## config.mk

```make
export PLATFORM = sky130hd
export DESIGN_NAME = word_lexer
export DESIGN_NICKNAME = d
export VERILOG_FILES = /design/src/rtl/word_lexer_pkg.sv /design/src/rtl/word_lexer_char_class.sv /design/src/rtl/word_lexer.sv
export SDC_FILE = /design/constraint.sdc
export NUM_CORES = 1
export LEC_CHECK = 0
export CORE_MARGIN = 5
export CORE_UTILIZATION = 45
export CTS_CLUSTER_DIAMETER = 50
export CTS_CLUSTER_SIZE = 40
export DETAILED_ROUTE_END_ITERATION = 6
export DONT_BUFFER_PORTS = 1
export PLACE_DENSITY_LB_ADDON = 0.1
export SETUP_SLACK_MARGIN = 0.15
export SLEW_MARGIN = 30
export SYNTH_ARGS = -nofsm -noshare
export SYNTH_HDL_FRONTEND = slang
export SYNTH_SLANG_ARGS = --single-unit
```

## constraint.sdc

```tcl
create_clock -name clk -period 1.9 [get_ports clk]
set_input_delay 0.38 -clock clk [delete_from_list [all_inputs] [get_ports clk]]
set_output_delay 0.38 -clock clk [all_outputs]
set_load 0.02 [all_outputs]
```

## src/rtl/word_lexer_pkg.sv

```systemverilog
`default_nettype none
// ============================================================================
//  Module   : word_lexer_pkg
//  Purpose  : Shared token kinds, match-FSM state encoding and keyword bytes
//             for the word_lexer block, plus small keyword-matching helpers.
//  Revision : 1.0  initial release
// ============================================================================
package word_lexer_pkg;

   // Token kind presented on tok_kind; TOK_NONE whenever no token is valid.
   typedef enum logic [1:0] {
      TOK_NONE  = 2'b00,
      TOK_BEGIN = 2'b01,
      TOK_END   = 2'b10,
      TOK_OTHER = 2'b11
   } tok_kind_e;

   // Match FSM: Bk / Ek mean the first k characters of the keyword matched.
   typedef enum logic [3:0] {
      IDLE = 4'd0,
      B1   = 4'd1,
      B2   = 4'd2,
      B3   = 4'd3,
      B4   = 4'd4,
      B5   = 4'd5,
      E1   = 4'd6,
      E2   = 4'd7,
      E3   = 4'd8,
      OTH  = 4'd9
   } lex_state_e;

   // Lowercase keyword bytes for "begin".
   localparam logic [7:0] KW_BEGIN_0 = 8'h62;  // b
   localparam logic [7:0] KW_BEGIN_1 = 8'h65;  // e
   localparam logic [7:0] KW_BEGIN_2 = 8'h67;  // g
   localparam logic [7:0] KW_BEGIN_3 = 8'h69;  // i
   localparam logic [7:0] KW_BEGIN_4 = 8'h6e;  // n

   // Lowercase keyword bytes for "end".
   localparam logic [7:0] KW_END_0   = 8'h65;  // e
   localparam logic [7:0] KW_END_1   = 8'h6e;  // n
   localparam logic [7:0] KW_END_2   = 8'h64;  // d

   // Advance the match FSM by one (already lowercased) word character.
   // Anything that breaks a keyword prefix, or extends a complete keyword,
   // lands in OTH, which is absorbing for the rest of the word.
   function automatic lex_state_e lex_next(input lex_state_e st, input logic [7:0] ch);
      lex_state_e nxt;
      nxt = OTH;
      case (st)
         IDLE: begin
            if (ch == KW_BEGIN_0)
               nxt = B1;
            else if (ch == KW_END_0)
               nxt = E1;
         end
         B1:      if (ch == KW_BEGIN_1) nxt = B2;
         B2:      if (ch == KW_BEGIN_2) nxt = B3;
         B3:      if (ch == KW_BEGIN_3) nxt = B4;
         B4:      if (ch == KW_BEGIN_4) nxt = B5;
         E1:      if (ch == KW_END_1)   nxt = E2;
         E2:      if (ch == KW_END_2)   nxt = E3;
         default: nxt = OTH;
      endcase
      return nxt;
   endfunction

   // Token kind for a word that terminates while the FSM is in state st.
   function automatic tok_kind_e kind_of(input lex_state_e st);
      tok_kind_e k;
      case (st)
         B5:      k = TOK_BEGIN;
         E3:      k = TOK_END;
         default: k = TOK_OTHER;
      endcase
      return k;
   endfunction

endpackage
`default_nettype wire

```

## src/rtl/word_lexer_char_class.sv

```systemverilog
`default_nettype none
// ============================================================================
//  Module   : char_class
//  Purpose  : Combinational byte classifier: folds ASCII uppercase letters
//             to lowercase and flags the configured delimiter byte.
//  Revision : 1.0  initial release
// ============================================================================
module char_class #(
   parameter logic [7:0] DELIM = 8'h20
) (
   input  logic [7:0] ch,
   output logic [7:0] ch_lower,
   output logic       is_delim
);

   // Fold 'A'..'Z' onto 'a'..'z'; every other byte passes through untouched.
   always_comb begin
      ch_lower = ch;
      if ((ch >= 8'h41) && (ch <= 8'h5a))
         ch_lower = ch | 8'h20;
      is_delim = (ch == DELIM);
   end

endmodule
`default_nettype wire

```

## src/rtl/word_lexer.sv

```systemverilog
`default_nettype none
// ============================================================================
//  Module   : word_lexer
//  Purpose  : Splits a byte-per-cycle ASCII stream into delimiter-separated
//             words and emits one registered token (BEGIN / END / OTHER,
//             case-insensitive) with a saturating length per completed word.
//  Options  : WORD_LEXER_WCNT_EN - adds a 16-bit wrapping emitted-word
//             counter on output word_cnt.
//  Revision : 1.0  initial release
// ============================================================================
module word_lexer
   import word_lexer_pkg::*;
#(
   parameter logic [7:0] DELIM = 8'h20,
   parameter int         LEN_W = 8
) (
   input  logic             clk,
   input  logic             reset,
   input  logic             in_valid,
   input  logic [7:0]       in,
   input  logic             flush,
   output logic             tok_valid,
   output logic [1:0]       tok_kind,
   output logic [LEN_W-1:0] tok_len
`ifdef WORD_LEXER_WCNT_EN
   ,
   output logic [15:0]      word_cnt
`endif
);

   localparam logic [LEN_W-1:0] LEN_MAX = '1;
   localparam logic [LEN_W-1:0] LEN_ONE = LEN_W'(1);

   logic [7:0]       ch_lower;
   logic             is_delim;

   lex_state_e       state;
   lex_state_e       state_nxt;
   lex_state_e       char_state;
   logic [LEN_W-1:0] len;
   logic [LEN_W-1:0] len_nxt;
   logic [LEN_W-1:0] char_len;
   logic             term;
   logic             emit_nxt;
   tok_kind_e        kind_nxt;
   logic [LEN_W-1:0] emit_len_nxt;

   char_class #(
      .DELIM (DELIM)
   ) u_char_class (
      .ch       (in),
      .ch_lower (ch_lower),
      .is_delim (is_delim)
   );

   // Next state: first absorb an accepted word character, then terminate the
   // word if a delimiter or flush arrived, so a char+flush joins the word.
   always_comb begin
      char_state   = state;
      char_len     = len;
      state_nxt    = state;
      len_nxt      = len;
      emit_nxt     = 1'b0;
      kind_nxt     = TOK_NONE;
      emit_len_nxt = '0;

      if (in_valid && !is_delim) begin
         char_state = lex_next(state, ch_lower);
         if (len != LEN_MAX)
            char_len = len + LEN_ONE;
      end

      term = flush | (in_valid & is_delim);

      state_nxt = char_state;
      len_nxt   = char_len;

      if (term) begin
         state_nxt = IDLE;
         len_nxt   = '0;
         // IDLE means no word characters were seen: nothing to report.
         if (char_state != IDLE) begin
            emit_nxt     = 1'b1;
            kind_nxt     = kind_of(char_state);
            emit_len_nxt = char_len;
         end
      end
   end

   // Match state, running length and the registered token outputs.
   always_ff @(posedge clk) begin
      if (!reset) begin
         state     <= IDLE;
         len       <= '0;
         tok_valid <= 1'b0;
         tok_kind  <= TOK_NONE;
         tok_len   <= '0;
      end else begin
         state     <= state_nxt;
         len       <= len_nxt;
         tok_valid <= emit_nxt;
         tok_kind  <= kind_nxt;
         tok_len   <= emit_len_nxt;
      end
   end

`ifdef WORD_LEXER_WCNT_EN
   // Emitted-word counter; steps on the same edge that raises tok_valid.
   always_ff @(posedge clk) begin
      if (!reset)
         word_cnt <= '0;
      else if (emit_nxt)
         word_cnt <= word_cnt + 16'd1;
   end
`endif

endmodule
`default_nettype wire

```

[Yosys cells after proc, flatten, opt, wreduce, memory -nomap -nowiden]
Index checks and enable logic that the tools add are counted.
Word-level totals
  bits in registers: 23
  bits in latches: 0
  bits in writable memories: 0
  bits in read-only memories: 0
  input port bits: 12
  output and inout port bits: 11
  logic and storage cells: 50
  memories kept: 0
Cells by class
  $add $sub $neg: 1
  multiply operators: 0
  div/mod/pow operators: 0
  magnitude comparators: 2
  eq/ne operators: 16
  shifts and indexed selects: 0
  multiplexer cells: 15
  bitwise gates (word level): 3
  reduce and logical (&&, ||, !) cells: 8
Operators with widths (number)
  $eq 8x7->1 const B: 6
  $mux 4: 8
  $pmux 4 s7: 1
  $eq 4x3->1 const B: 4
  $mux 8: 2
  $add 8x1->8 const B: 1
  $eq 4x2->1 const B: 2
  $eq 8x6->1 const B: 1
  $ge 8x7->1 const B: 1
  $le 8x7->1 const B: 1
  $ne 8x8->1 const B: 1
  $mux 6: 1
  $eq 4x1->1 const B: 1
  $eq 4x4->1 const B: 1
  $logic_not 4->1: 1
  $pmux 2 s2: 1
  $reduce_bool 4->1: 1
  $reduce_and 3->1: 1
  $logic_and 1x1->1: 2
  $mux 1: 2
  $reduce_and 2->1: 1
  $reduce_or 2->1: 1
  $and 1x1->1: 1
  $logic_not 1->1: 1
  other kinds (2): 2

[Longest topological paths before layout]
  word-level depth: 10
  depth in mapped cells: 7
  mapped depth without buffers: 7

[Cells and area by module]
A second synthesis with hierarchy kept.
Unflattened totals
  cells, all modules: 148
  area, all modules: 1282.5 µm²
By module, submodules not included
  word_lexer: times used 1, cells each 132, area an instance 1169.9 µm², sequential area each 460.4 µm²
  char_class: times used 1, cells each 16, area an instance 112.6 µm², sequential area each 0.0 µm²

[Worst setup path before layout]
OpenSTA, ideal clock, no wires.
  kind: input to register
  start: input port in[7]
  end: register tok_len[0]
  setup time: 129 ps
  arrival: 1873 ps
  data required time: 1771 ps
  setup slack: -103 ps
  stages on the path: 6
  path buffers: 0
  cell sequence: or4b_1 -> o21a_4 -> o311ai_1 -> nand4_2 -> o31ai_4 -> nor2_1
On the way
  cells in the longest elaborated chain, start to end: 10
  elaborated cells between the ends (all ways): 28
  classes of those cells: 2 x order compare; 7 x eq/ne; 12 x mux; 2 x bitwise; 5 x reduce/logical
Ends and longest elaborated chain
  from (decl): line word_lexer.sv:20  | input logic [7:0] in,
  $ge 8x7->1 or $le 8x7->1 (tied branches): line word_lexer_char_class.sv:19  | if ((ch >= 8'h41) && (ch <= 8'h5a))
  $logic_and 1x1->1: line word_lexer_char_class.sv:19
  $mux 6: line word_lexer_char_class.sv:19
  $eq 8x7->1: line word_lexer_pkg.sv:54, word_lexer_pkg.sv:57
  $mux 4: line word_lexer_pkg.sv:54  | else if (ch == KW_END_0)
  $mux 4: line word_lexer_pkg.sv:52  | if (ch == KW_BEGIN_0)
  $pmux 4 s7: line word_lexer_pkg.sv:50  | case (st)
  $mux 4: line word_lexer.sv:67  | if (in_valid && !is_delim) begin
  $reduce_bool 4->1: line word_lexer.sv:82  | if (char_state != IDLE) begin
  $reduce_and 3->1 (no source line)
  to (signal assigned): line word_lexer.sv:103  | tok_len <= emit_len_nxt;
  to (decl): line word_lexer.sv:24  | output logic [LEN_W-1:0] tok_len
Several ways; a longest one is shown, not always the timed one.
A chain may end at the register's enable or synchronous reset.

[Worst setup path after layout]
  start: register state[3]
  end: register tok_len[0]
On the way
  cells in the longest elaborated chain, start to end: 5
  elaborated cells between the ends (all ways): 11
  classes of those cells: 6 x eq/ne; 2 x mux; 3 x reduce/logical
Ends and longest elaborated chain
  from (decl): line word_lexer.sv:37  | lex_state_e state;
  from (signal assigned): line word_lexer.sv:99  | state <= state_nxt;
  $eq 4x3->1 (tied with other cells): line word_lexer_pkg.sv:50
  $pmux 4 s7: line word_lexer_pkg.sv:50
  $mux 4 (*): line word_lexer.sv:67
  $reduce_bool 4->1 (*): line word_lexer.sv:82
  $reduce_and 3->1 (no source line) (*)
Mark *: on every way between the ends. The rest lies on a longest branch, timed or not.

==> impl_metrics.ini <==
[outcome]
status = finished, violations left
violations = setup timing

[placed_design]
place_hpwl_microns = 2040
dp_slack_ns = -0.195
place.gp.congestion = 0.799
numPortBuffers = 0

[routing]
vias = 1076
drt-total-wl_microns = 2900
drt_iter0_markers = 30
wl_per_cell_microns = 15.3
drc = 0
drtPass1Iterations = 4
postRouteAntennaNets = 0
detail_route.vias_per_cell = 5.66

[finish]
multi_input_area_sq_um = 791
layout.nets = 174
seqCellArea_sq_um = 465
drive_gt1_share_pct = 41.3
diodes = 0
fillCellCount = 212
syn2layout_area_growth_pct = 36.4

[logic_synthesis]
synth_flop_cell = dfxtp_1
yosys.area.top_type = dfxtp_1
yosys-top-cells-area = dfxtp_1 (40%), nor2_1 (9.2%), nand2_1 (3.0%)
seq_area_frac_synth_pct = 40.2
synth_top_cell_area_share_pct = 40.2
synthArstFlopShare_pct = 0
synth_cell_types = 43
syn_inst = 132
syn_area_sq_um = 1140
synthTopCellsByCount = nor2_1 (28), dfxtp_1 (23), nand2_1 (9)
synth_edf_count = 0
yosys.cell_count.top_type = nor2_1
syn_nets = 145
syn_area_per_cell_sq_um = 8.67
synth-seq-cells = 23
yosys_warnings = 0

[timing]
fin_hold_ws_ns = 0.225
maxSlewHeadroom_pct = 55.6
fin_skew_ns = 0.00464
period_minus_slack_ns = 2.00
worst_slew_pin_slew_ns = 0.659
max_freq_mhz = 500
finalCritPeriodShare_pct = 105
hold_violations = 0
worst_slack_ns = -0.100
drv_slew = 0
rsz0062_at_grt = yes
setup_viol = 12

[min_path]
hold_depth = 2
hold_path_class = in2reg
whs_endpoint = tok_kind[0]$_SDFF_PN0_
hp-start = reset

[clock_tree]
clock-root-buffer = clkbuf_4
insertion_delay_ns = 0.31
cts_sinks = 23
htree_levels = 1
ctsHoldBuffers = 0
cts.clk_slew.worst_paths_ns = 0.13
cts_tree = built
cts_buffers = 3
cts_buffer_depth = 2

[floorplan]
initial_utilization_pct = 46.6
rows = 18
dieArea_sq_um = 3650
coreArea_sq_um = 2450
ios = 23
die_x_microns = 60.4
fp.dieH_microns = 60.4

[grt]
grt_pass1_wl_microns = 4750
grt_max_degree = 14
track_usage_pct = 17.1
overflow = 0
grt_pass1_vias = 1042
antenna_found_initial = 0

[setup_path]
ff2ff_setup_slack_ns = -0.10
cpMaxStageDelayCell = or4b_4
max_stage_delay_ns = 0.53
worstPathMaxFanout = 4
cp_top_family = compound AO/OA/AOI/OAI gates
rr_startpoint = state[3]$_SDFF_PP0_
crit_chain = or4b_4 -> a31oi_4 -> nand3_2 -> o22a_2 -> o31ai_4 -> buf_4 -> nor2_1
r2r-end = tok_len[0]$_SDFF_PN0_
r2r_cells = 7
crit_arrival_ns = 2.21
crit_cells = 7
cp-end-kind = flop
worstPathRequired_ns = 2.11
crit_type = reg2reg
cp-start-kind = flop
worstPathBufferInverterCount = 1

[power_and_ir_drop]
leakage_nw = 0.583
p_per_area_nw_per_um2 = 552
power.total_uw = 862
combPwrFrac_pct = 15.2
vdd_drop_max_uv = 564
switching_share_pct = 25.8
p_switching_uw = 222
pwr-share-clk_pct = 26.1
pwr-share-seq_pct = 58.7
intPower_uw = 640

[flow_run]
drv_cap = 0
worst max-delay path by stage:
stage	start	slack [ns]	end
2_1_floorplan	in[7]	-0.08	tok_valid$_SDFF_PN0_
3_3_place_gp	in[0]	-0.17	tok_len[6]$_SDFF_PN0_
3_5_place_dp	in[0]	-0.19	tok_len[7]$_SDFF_PN0_
4_1_cts	state[3]$_SDFF_PP0_	-0.03	tok_len[7]$_SDFF_PN0_
5_1_grt	state[3]$_SDFF_PP0_	-0.20	tok_len[3]$_SDFF_PN0_
6_report	state[3]$_SDFF_PP0_	-0.10	tok_len[0]$_SDFF_PN0_
area by class of cell:
cell class                      count  area share [%]
Multi-Input combinational cell    103            50.6
Timing Repair Buffer               27            14.7
Inverter                            3           0.721
Clock buffer                        3            1.44
Tap cell                           30            2.40
Sequential cell                    23            29.8
Clock inverter                      1           0.321
per-layer routing:
layer,GRT usage [%],up-vias,wire [microns]
met3,5.53,6,180
met5,0,-,0
met1,24.4,514,1330
met2,25.5,22,1350
li1,-,534,-
met4,3.41,0,42
layout by cell type, fill, tap and decap left out, drive strengths merged:
cell type,synthesis,final
nand3,2,2
nand3b,1,1
a31o,1,1
o211ai,1,1
nand2,9,9
xor2,3,3
and3b,1,1
nor2b,3,3
mux2i,2,2
a221oi,1,1
nor3b,3,3
and3,2,2
nor4b,1,1
nor3,2,2
clkbuf,3,3
a31oi,5,5
buf,0,27
and2,2,2
ha,1,1
a21o,1,1
nand2b,2,2
o22a,1,1
or4,1,1
nor2,28,28
nand4,4,4
xnor2,2,2
dfxtp,23,23
o21a,3,3
or2,2,2
or4b,3,3
o21ai,4,4
o311ai,3,3
nand4b,1,1
o2111ai,1,1
a21oi,4,4
inv,3,3
nor4,1,1
clkinv,0,1
o31ai,2,2
per-stage QoR:
step | std cells | setup TNS, ns | area (sq um) | utilization (%)
CTS | 187 | -0.189 | 1480 | 60.2
floorplan | 132 | -0.683 | 1200 | -
finish | 190 | -0.928 | 1560 | 63.6
global route | 190 | -2.07 | 1560 | 63.6
global placement | 179 | -1.87 | 1370 | 55.9
detailed placement | 179 | -2.11 | 1370 | 55.9
flip-flops by register name, indices dropped and copies added (netlist names):
signal and flops:
len 8, tok_len 8, tok_kind 2, tok_valid 1, state 4
power by group through the flow:
stage / Combinational, mW / Clock, mW / Sequential [mW]
detailed placement: 0.107 / 0 / 0.516
global placement: 0.107 / 0 / 0.516
CTS: 0.117 / 0.231 / 0.506
floorplan: 0.0680 / 0 / 0.513
global route: 0.142 / 0.249 / 0.508
finish: 0.131 / 0.225 / 0.506
cell families (layout without fill, tap and decap cells):
family | after synthesis | count (layout) | synth area share (%)
buf+inv | 6 | 34 | 1.97
fa+ha+maj | 1 | 1 | 1.09
simple gates | 68 | 68 | 32.0
compound gates | 27 | 27 | 19.1
mux | 2 | 2 | 1.75
flops | 23 | 23 | 40.2
xor+xnor | 5 | 5 | 3.83
repair_timing:
action                     in CTS  in global routing
setup buffers                   4                  2
gates resized for setup        15                 16
setup endpoints to repair      12                 20
gates cloned                    0                  1
pin swaps                       7                  5
(Power assumes the default switching activity.)
